$ cat src/rtl/host_arb_pkg.sv
// Purpose: shared types and opcode constants for the host request arbiter.
// Latency: n/a (declarations only).
// Backpressure: n/a.
package host_arb_pkg;

    typedef enum logic [1:0] {
        IDLE      = 2'd0,
        GRANT     = 2'd1,
        WAIT_RESP = 2'd2
    } state_t;

    localparam logic HOST_OP_READ  = 1'b0;
    localparam logic HOST_OP_WRITE = 1'b1;

endpackage : host_arb_pkg

$ cat src/rtl/rr_pick.sv
// Purpose: combinational round-robin picker; finds the first set request at or
//          after ptr, wrapping from NUM_REQ-1 back to 0.
// Latency: 0 cycles. Backpressure: none (pure function of its inputs).
// Ports: req   - request vector
//        ptr   - search start index
//        any   - at least one request set
//        idx   - chosen index (0 when any is low)
module rr_pick #(
    parameter int NUM_REQ  = 2,
    parameter int IDX_BITS = 1
) (
    input  logic [NUM_REQ-1:0]  req,
    input  logic [IDX_BITS-1:0] ptr,
    output logic                any,
    output logic [IDX_BITS-1:0] idx
);

    int                  cand;
    logic [IDX_BITS-1:0] cand_idx;

    always_comb begin
        any      = 1'b0;
        idx      = '0;
        cand     = 0;
        cand_idx = '0;
        // Walk offsets 0..NUM_REQ-1 from ptr; the first hit wins, so the
        // requester just after the last grant has highest priority.
        for (int k = 0; k < NUM_REQ; k++) begin
            cand = int'(ptr) + k;
            if (cand >= NUM_REQ) begin
                cand = cand - NUM_REQ;
            end
            cand_idx = IDX_BITS'(cand);
            if (!any && req[cand_idx]) begin
                any = 1'b1;
                idx = cand_idx;
            end
        end
    end

endmodule : rr_pick

$ cat src/rtl/host_req_arbiter.sv
// Purpose: round-robin share of the single AXI-lite bridge host port among NUM_REQ requesters.
// Latency: grant 1 cycle after a valid is seen in IDLE; deq and read response pass through combinationally.
// Backpressure: one transaction in flight; losers hold valid until their req_deq pulse.
// Ports: clock/reset (async, active-high); req_* per-requester packed request
//        fields; req_deq/resp_valid one-hot pulses back to requesters; resp_bits
//        shared read data; host_req_*/host_resp_* bridge side; busy = not IDLE.
module host_req_arbiter
    import host_arb_pkg::*;
#(
    parameter int NUM_REQ        = 2,
    parameter int HOST_ADDR_BITS = 8,
    parameter int HOST_DATA_BITS = 32
) (
    input  logic                              clock,
    input  logic                              reset,
    input  logic [NUM_REQ-1:0]                req_valid,
    input  logic [NUM_REQ-1:0]                req_opcode,
    input  logic [NUM_REQ*HOST_ADDR_BITS-1:0] req_addr,
    input  logic [NUM_REQ*HOST_DATA_BITS-1:0] req_value,
    output logic [NUM_REQ-1:0]                req_deq,
    output logic [NUM_REQ-1:0]                resp_valid,
    output logic [HOST_DATA_BITS-1:0]         resp_bits,
    output logic                              host_req_valid,
    output logic                              host_req_opcode,
    output logic [HOST_ADDR_BITS-1:0]         host_req_addr,
    output logic [HOST_DATA_BITS-1:0]         host_req_value,
    input  logic                              host_req_deq,
    input  logic                              host_resp_valid,
    input  logic [HOST_DATA_BITS-1:0]         host_resp_bits,
    output logic                              busy
);

    localparam int IDX_BITS = (NUM_REQ > 1) ? $clog2(NUM_REQ) : 1;

    state_t              state;
    logic [IDX_BITS-1:0] grant_r;
    logic [IDX_BITS-1:0] rr_ptr;
    logic [IDX_BITS-1:0] pick_idx;
    logic [IDX_BITS-1:0] next_ptr;
    logic                pick_any;
    logic                req_accept;

    rr_pick #(
        .NUM_REQ  (NUM_REQ),
        .IDX_BITS (IDX_BITS)
    ) u_rr_pick (
        .req (req_valid),
        .ptr (rr_ptr),
        .any (pick_any),
        .idx (pick_idx)
    );

    // Pointer moves to the slot after the winner so it has lowest priority next time.
    assign next_ptr = (grant_r == IDX_BITS'(NUM_REQ - 1)) ? '0 : grant_r + IDX_BITS'(1);

    assign busy = (state != IDLE);

    always_comb begin
        host_req_valid  = 1'b0;
        host_req_opcode = 1'b0;
        host_req_addr   = '0;
        host_req_value  = '0;
        req_deq         = '0;
        resp_valid      = '0;
        req_accept      = 1'b0;
        // Read data is broadcast; only resp_valid identifies the owner.
        resp_bits       = host_resp_bits;
        case (state)
            GRANT: begin
                // Mux tracks the live request; a requester dropping valid
                // drops host_req_valid but does not re-arbitrate.
                host_req_valid  = req_valid[grant_r];
                host_req_opcode = req_opcode[grant_r];
                host_req_addr   = req_addr[int'(grant_r)*HOST_ADDR_BITS +: HOST_ADDR_BITS];
                host_req_value  = req_value[int'(grant_r)*HOST_DATA_BITS +: HOST_DATA_BITS];
                req_accept      = host_req_valid && host_req_deq;
                req_deq[grant_r] = req_accept;
            end
            WAIT_RESP: begin
                resp_valid[grant_r] = host_resp_valid;
            end
            default: ;
        endcase
    end

    always_ff @(posedge clock or posedge reset) begin
        if (reset) begin
            state   <= IDLE;
            grant_r <= '0;
            rr_ptr  <= '0;
        end else begin
            case (state)
                IDLE: begin
                    if (pick_any) begin
                        grant_r <= pick_idx;
                        state   <= GRANT;
                    end
                end
                GRANT: begin
                    if (req_accept) begin
                        rr_ptr <= next_ptr;
                        state  <= (host_req_opcode == HOST_OP_READ) ? WAIT_RESP : IDLE;
                    end
                end
                WAIT_RESP: begin
                    if (host_resp_valid) begin
                        state <= IDLE;
                    end
                end
                default: state <= IDLE;
            endcase
        end
    end

    // Granted requester must hold its request until accepted.
    a_hold_valid: assert property (@(posedge clock) disable iff (reset)
        (state == GRANT) |-> req_valid[grant_r]);

endmodule : host_req_arbiter

$ cat config.mk
export PLATFORM = sky130hd
export DESIGN_NAME = host_req_arbiter
export DESIGN_NICKNAME = d
export VERILOG_FILES = /design/src/rtl/host_arb_pkg.sv /design/src/rtl/rr_pick.sv /design/src/rtl/host_req_arbiter.sv
export SDC_FILE = /design/constraint.sdc
export NUM_CORES = 1
export LEC_CHECK = 0
export CAP_MARGIN = 20
export CORE_MARGIN = 1.5
export CORE_UTILIZATION = 24
export CTS_BUF_LIST = sky130_fd_sc_hd__clkbuf_4 sky130_fd_sc_hd__clkbuf_8
export CTS_CLUSTER_SIZE = 12
export DETAILED_ROUTE_END_ITERATION = 10
export PLACE_DENSITY = 0.84
export SYNTH_ARGS = -nofsm -noshare
export SYNTH_HDL_FRONTEND = slang
export SYNTH_HIERARCHICAL = 1
export SYNTH_SLANG_ARGS = --single-unit
$ cat constraint.sdc
create_clock -name clock -period 1.3 [get_ports clock]
set_input_delay 0.26 -clock clock [delete_from_list [all_inputs] [get_ports clock]]
set_output_delay 0.26 -clock clock [all_outputs]
set_load 0.01 [all_outputs]
### After elaboration in Yosys (flattened, before gate mapping)

Index checks and enable logic that the tools add are counted.

* add/sub/neg operators: 4
* magnitude comparators: 6
* equal/unequal tests: 5
* shift operators: 2
* multiplexer cells: 29
* bitwise logic cells: 2
* reductions and logical operators: 9

Operators by type and width (number)
* indexed part select 64 x 7 -> 32 bit: 1
* two-way mux 32 bit: 1
* two-way mux 1 bit: 19
* indexed part select 16 x 5 -> 8 bit: 1
* two-way mux 2 bit: 6
* two-way mux 8 bit: 1
* < comparator 1 x 2 -> 1 bit (second input constant): 3
* inequality test 2 bit (second input constant): 3
* one-hot mux 2 bit (3 select lines): 1
* bitwise AND 2 bit: 2
* AND reduction 2 bit: 2
* logical AND 1 bit: 3
* AND reduction 3 bit: 1
* adder 1 x 1 -> 2 bit (second input constant): 1
* == test 2 x 1 -> 1 bit (second input constant): 1
* == test 2 bit (second input constant): 1
* greater-or-equal comparator 1 x 2 -> 1 bit (second input constant): 1
* greater-or-equal comparator 2 bit (second input constant): 1
* logical NOT 2 bit: 1
* nonzero test 2 bit: 1
* subtractor 1 bit (second input constant): 2
* adder 1 bit (second input constant): 1
* demux 1 bit (select 1 bit): 1
* greater-or-equal comparator 1 bit (second input constant): 1
* logical NOT 1 bit: 1

* bits in registers: 4
* word-level logic and storage cells: 60

### Depth between registers and ports, before layout

* word-level depth: 10
* depth in mapped cells: 4
* mapped depth without buffers: 3

### Hierarchy

Netlist, hierarchy kept.

Modules (own cells, without submodules)
* host_req_arbiter: instances 1, cells an instance 150, area each 1287.5 um^2
* rr_pick: instances 1, cells an instance 3, area each 17.5 um^2

### Worst setup path after synthesis

Ideal clock, no wire load.

* path type: reg-to-output
* start: register grant_r
* end: output resp_valid[1]
* arrival: 1005 ps
* required time: 1040 ps
* path slack: 35 ps
* cell stages (with the launch flop): 4
* buffers on the path: 2
* cell sequence: dfrtp_1 > buf_6 > buf_12 > nor3b_1

* word-level cells in the longest chain between the ends: 6
* elaborated cells between the ends (all ways): 7
* those cells by class: 2 x order compare; 3 x mux; 1 x bitwise; 1 x reduce/logical

RTL lines
* start, declared: line host_req_arbiter.sv:36 `logic [IDX_BITS-1:0] grant_r;`
* start signal, assigned: line host_req_arbiter.sv:95 `grant_r <= pick_idx;`
* < comparator 1 x 2 -> 1 bit (not written as such) or greater-or-equal comparator 1 bit (tied branches): line host_req_arbiter.sv:80 `resp_valid[grant_r] = host_resp_valid;`
* logical AND 1 bit (not written as such): line host_req_arbiter.sv:80
* two-way mux 1 bit (not written as such): line host_req_arbiter.sv:80
* demux 1 bit (select 1 bit) *: line host_req_arbiter.sv:80
* bitwise AND 2 bit (no line) *
* two-way mux 2 bit *: line host_req_arbiter.sv:68 `case (state)`
* end, declared: line host_req_arbiter.sv:21 `output logic [NUM_REQ-1:0] resp_valid,`

Every way passes the cells marked *; elsewhere a longest branch is shown, timed or not.

### Worst setup path in the final report

* start: register grant_r
* end: output req_deq[0]

* word-level cells in the longest chain between the ends: 6
* elaborated cells between the ends (all ways): 10
* those cells by class: 2 x order compare; 5 x mux; 1 x bitwise; 2 x reduce/logical

RTL lines
* < comparator 1 x 2 -> 1 bit (not written as such) or greater-or-equal comparator 1 bit (tied branches): line host_req_arbiter.sv:77 `req_deq[grant_r] = req_accept;`
* logical AND 1 bit (not written as such): line host_req_arbiter.sv:77
* two-way mux 1 bit (not written as such): line host_req_arbiter.sv:77
* demux 1 bit (select 1 bit): line host_req_arbiter.sv:77
* bitwise AND 2 bit (no line) *
* two-way mux 2 bit *: line host_req_arbiter.sv:68
* end, declared: line host_req_arbiter.sv:20 `output logic [NUM_REQ-1:0] req_deq,`

Every way passes the cells marked *; elsewhere a longest branch is shown, timed or not. The select of a mux whose other input is x is not followed.

==> impl_metrics.py <==
metrics = {
    "grt": {
        "grtUsageMet2_pct": 31.4,
        "top_usage_layer": "met2",
        "use_met1_pct": 19.8,
        "grt_usage_pct": 17.2,
        "antenna_found_initial": 0,
        "grt_pass1_wl_um": 8250,
        "grt_pass1_vias": 1630,
        "grt_max_degree": 25,
        "use_met3_pct": 2.62,
        "grt_overflow": 0,
    },
    "setup_path": {
        "path_class": "flop to primary output",
        "crit_fanout": 4,
        "arrival_ns": 1.41,
        "critPathRequiredTime_ns": 1.04,
        "critPathMaxStageDelay_ns": 0.43,
        "path_cells": "buf_6 > mux2_4 > nand2_4 > nor3_2 > buf_2",
        "endpoint_kind": "primary output",
        "cp_slowest_cell": "dfrtp_2",
        "start_kind": "flop",
    },
    "final_layout": {
        "final_core_util_pct": 55.2,
        "nNetsFinal": 404,
        "stdcell_area_mm2": 0.00286,
        "area_growth_pct": 119,
        "layout_commonest_cell": "clkdlybuf4s50_1",
        "drive_above_1_share_pct": 54.8,
        "final_cell_mix": "clkdlybuf4s50_1, buf_2, nor2_2, mux2i_1, buf_4",
        "antenna_cells": 0,
    },
    "synth": {
        "synth-seq-cells": 4,
        "synthesis.area_mm2": 0.00131,
        "ys_seq_area_share_pct": 7.67,
        "synth.distinct_cells": 22,
        "synth_nets": 273,
        "synth.yosys.warnings": 6,
        "syn-instance-count": 153,
        "avgSynthCellArea_um2": 8.53,
    },
    "cts": {
        "numCtsBuffers": 3,
        "cts.clk_slew.worst_paths_ns": 0.03,
        "holdBufCountCts": 0,
        "cts_tree": "yes",
        "htreeDepth": 1,
        "clk_latency_ns": 0.22,
        "clockRootBuffer": "clkbuf_8",
        "clock-sinks": 4,
        "cts_buffer_depth": 2,
    },
    "route": {
        "via_count": 1560,
        "drt-total-wl_um": 5180,
        "routedWlPerCell_um": 14.7,
        "dr.pass1.iters": 6,
        "first_iter_violations": 16,
        "drc": 0,
        "vias_per_cell": 4.42,
        "ant_nets": 0,
    },
    "power_and_ir_drop": {
        "p_seq_share_pct": 4.6,
        "vdd_drop_max_v": 0.000859,
        "p_leak_nw": 1.25,
        "clkPwrFrac_pct": 5.6,
        "power_frac_comb_pct": 89.8,
        "netSwitchingPower_mw": 2.30,
        "p_total_mw": 5.41,
        "swShare_pct": 42.4,
        "p_int_mw": 3.12,
        "p_per_area_mw_per_mm2": 1900,
    },
    "placement": {
        "portBuffers": 134,
        "gp_congestion": 0.759,
        "dpl_cell_area_mm2": 0.00252,
        "dp_hpwl_um": 3450,
    },
    "worst_hold_path": {
        "worstHoldPathType": "input pin to async pin",
    },
    "timing": {
        "maxSlewHeadroom_pct": 87.6,
        "worstMarginPinSlew_ns": 0.182,
        "setup_violations": 50,
        "finalHoldViolations": 0,
        "setup_ws_ns": -0.367,
        "timing.final.crit_share_pct": 128,
        "skew_ns": 0.0000496,
        "finalMaxSlewViolations": 0,
        "finalCriticalPeriod_ns": 1.67,
        "fmax_ghz": 0.600,
        "grt_setup_unrepaired": "yes",
    },
    "status": {
        "violations": "setup timing",
        "status": "finished, violations left",
    },
    "floorplan": {
        "fp.coreArea_mm2": 0.00517,
        "ios": 199,
        "die_w_um": 76.7,
        "die_area_mm2": 0.00589,
        "initial_core_util_pct": 25.2,
        "die_h_um": 76.7,
        "rows": 26,
    },
    "job": {
        "max-cap-violations": 0,
    },
}
timing repair:
action,in CTS,in global routing
gates cloned,5,0
pin swaps,7,3
endpoints found under the hold margin,0,0
resized for setup,224,31
endpoints found under the setup margin,48,51
setup buffers,8,5
state kept, by name (all words and copies together), names as in the netlist:
name,cells
grant_r,1
rr_ptr,1
state,2
through the flow:
stage / worst slack (ns) / std cells / hold WS, ns / setup TNS (ns)
final: -0.367 / 353 / 0.241 / -12.77
after CTS: -0.336 / 349 / 0.242 / -11.76
after global placement: -0.640 / 332 / 0.466 / -18.29
after global routing: -0.416 / 353 / 0.256 / -16.34
after detailed placement: -0.652 / 332 / 0.474 / -19.06
after floorplan: 0.0351 / 153 / 0.0261 / 0
cells by family (layout without fill, tap and decap cells):
group	after synthesis	in the layout	synth area share (%)
muxes	43	43	33.7
AOI/OAI and AO/OA	4	4	2.88
DFF	4	4	7.67
buffers and inverters	46	176	30.9
and+or+nand+nor	56	56	24.8
worst paths after layout:
path	startpoint	to	slack (ns)	cells after the start
setup / recovery	grant_r	req_deq[0]	-0.37	5
hold / removal	reset	rr_ptr	0.24	2
setup reg to reg	grant_r	state[0]	-0.18	5
hold reg to reg	rr_ptr	rr_ptr	0.55	2
max in group asynchronous	reset	grant_r	0.88	2
min in group clock	host_resp_bits[22]	resp_bits[22]	0.52	0
power groups by stage:
stage	Clock (mW)	Combinational [mW]	Sequential (mW)
after floorplan	0	2.51	0.214
after global placement	0	4.01	0.244
after detailed placement	0	4.06	0.248
after CTS	0.308	4.50	0.237
after global routing	0.322	5.21	0.260
final	0.303	4.86	0.248
Yosys cell counts (all sizes together):
| master | number | share of area, % |
|---|---|---|
| nor3b | 1 | 0.58 |
| and4 | 1 | 0.86 |
| or2 | 1 | 0.48 |
| mux2i | 41 | 31 |
| nand2 | 5 | 2.0 |
| o32ai | 1 | 0.67 |
| buf | 42 | 30 |
| inv | 4 | 1.2 |
| a311oi | 1 | 1.2 |
| nor2 | 44 | 19 |
| a21boi | 1 | 0.58 |
| and2 | 1 | 0.48 |
| mux2 | 2 | 2.3 |
| a31oi | 1 | 0.48 |
| nor2b | 1 | 1.1 |
| dfrtp | 4 | 7.7 |
| nor3 | 2 | 0.77 |
cell type report:
cell class	instances	area [µm²]
sequential	4	101
multi-input combinational	103	1040
timing repair buffer	168	1560
tap	70	87.6
inverter	4	15.0
fill	467	2320
clock buffer	4	48.8
layer usage:
metal	up-vias	part of all wire (%)
met2	100	52
met3	22	7.3
li1	741	-
met4	0	3.1
met5	-	0
met1	697	37
worst max-delay path: cells and delay by family, from the launching register on:
family                 cells  cell delay (ns)
flip-flops                 1             0.43
buffers and inverters      2             0.29
AND/OR/NAND/NOR            2             0.23
multiplexers               1             0.22
Note: power is estimated with default switching activity, not from simulation.
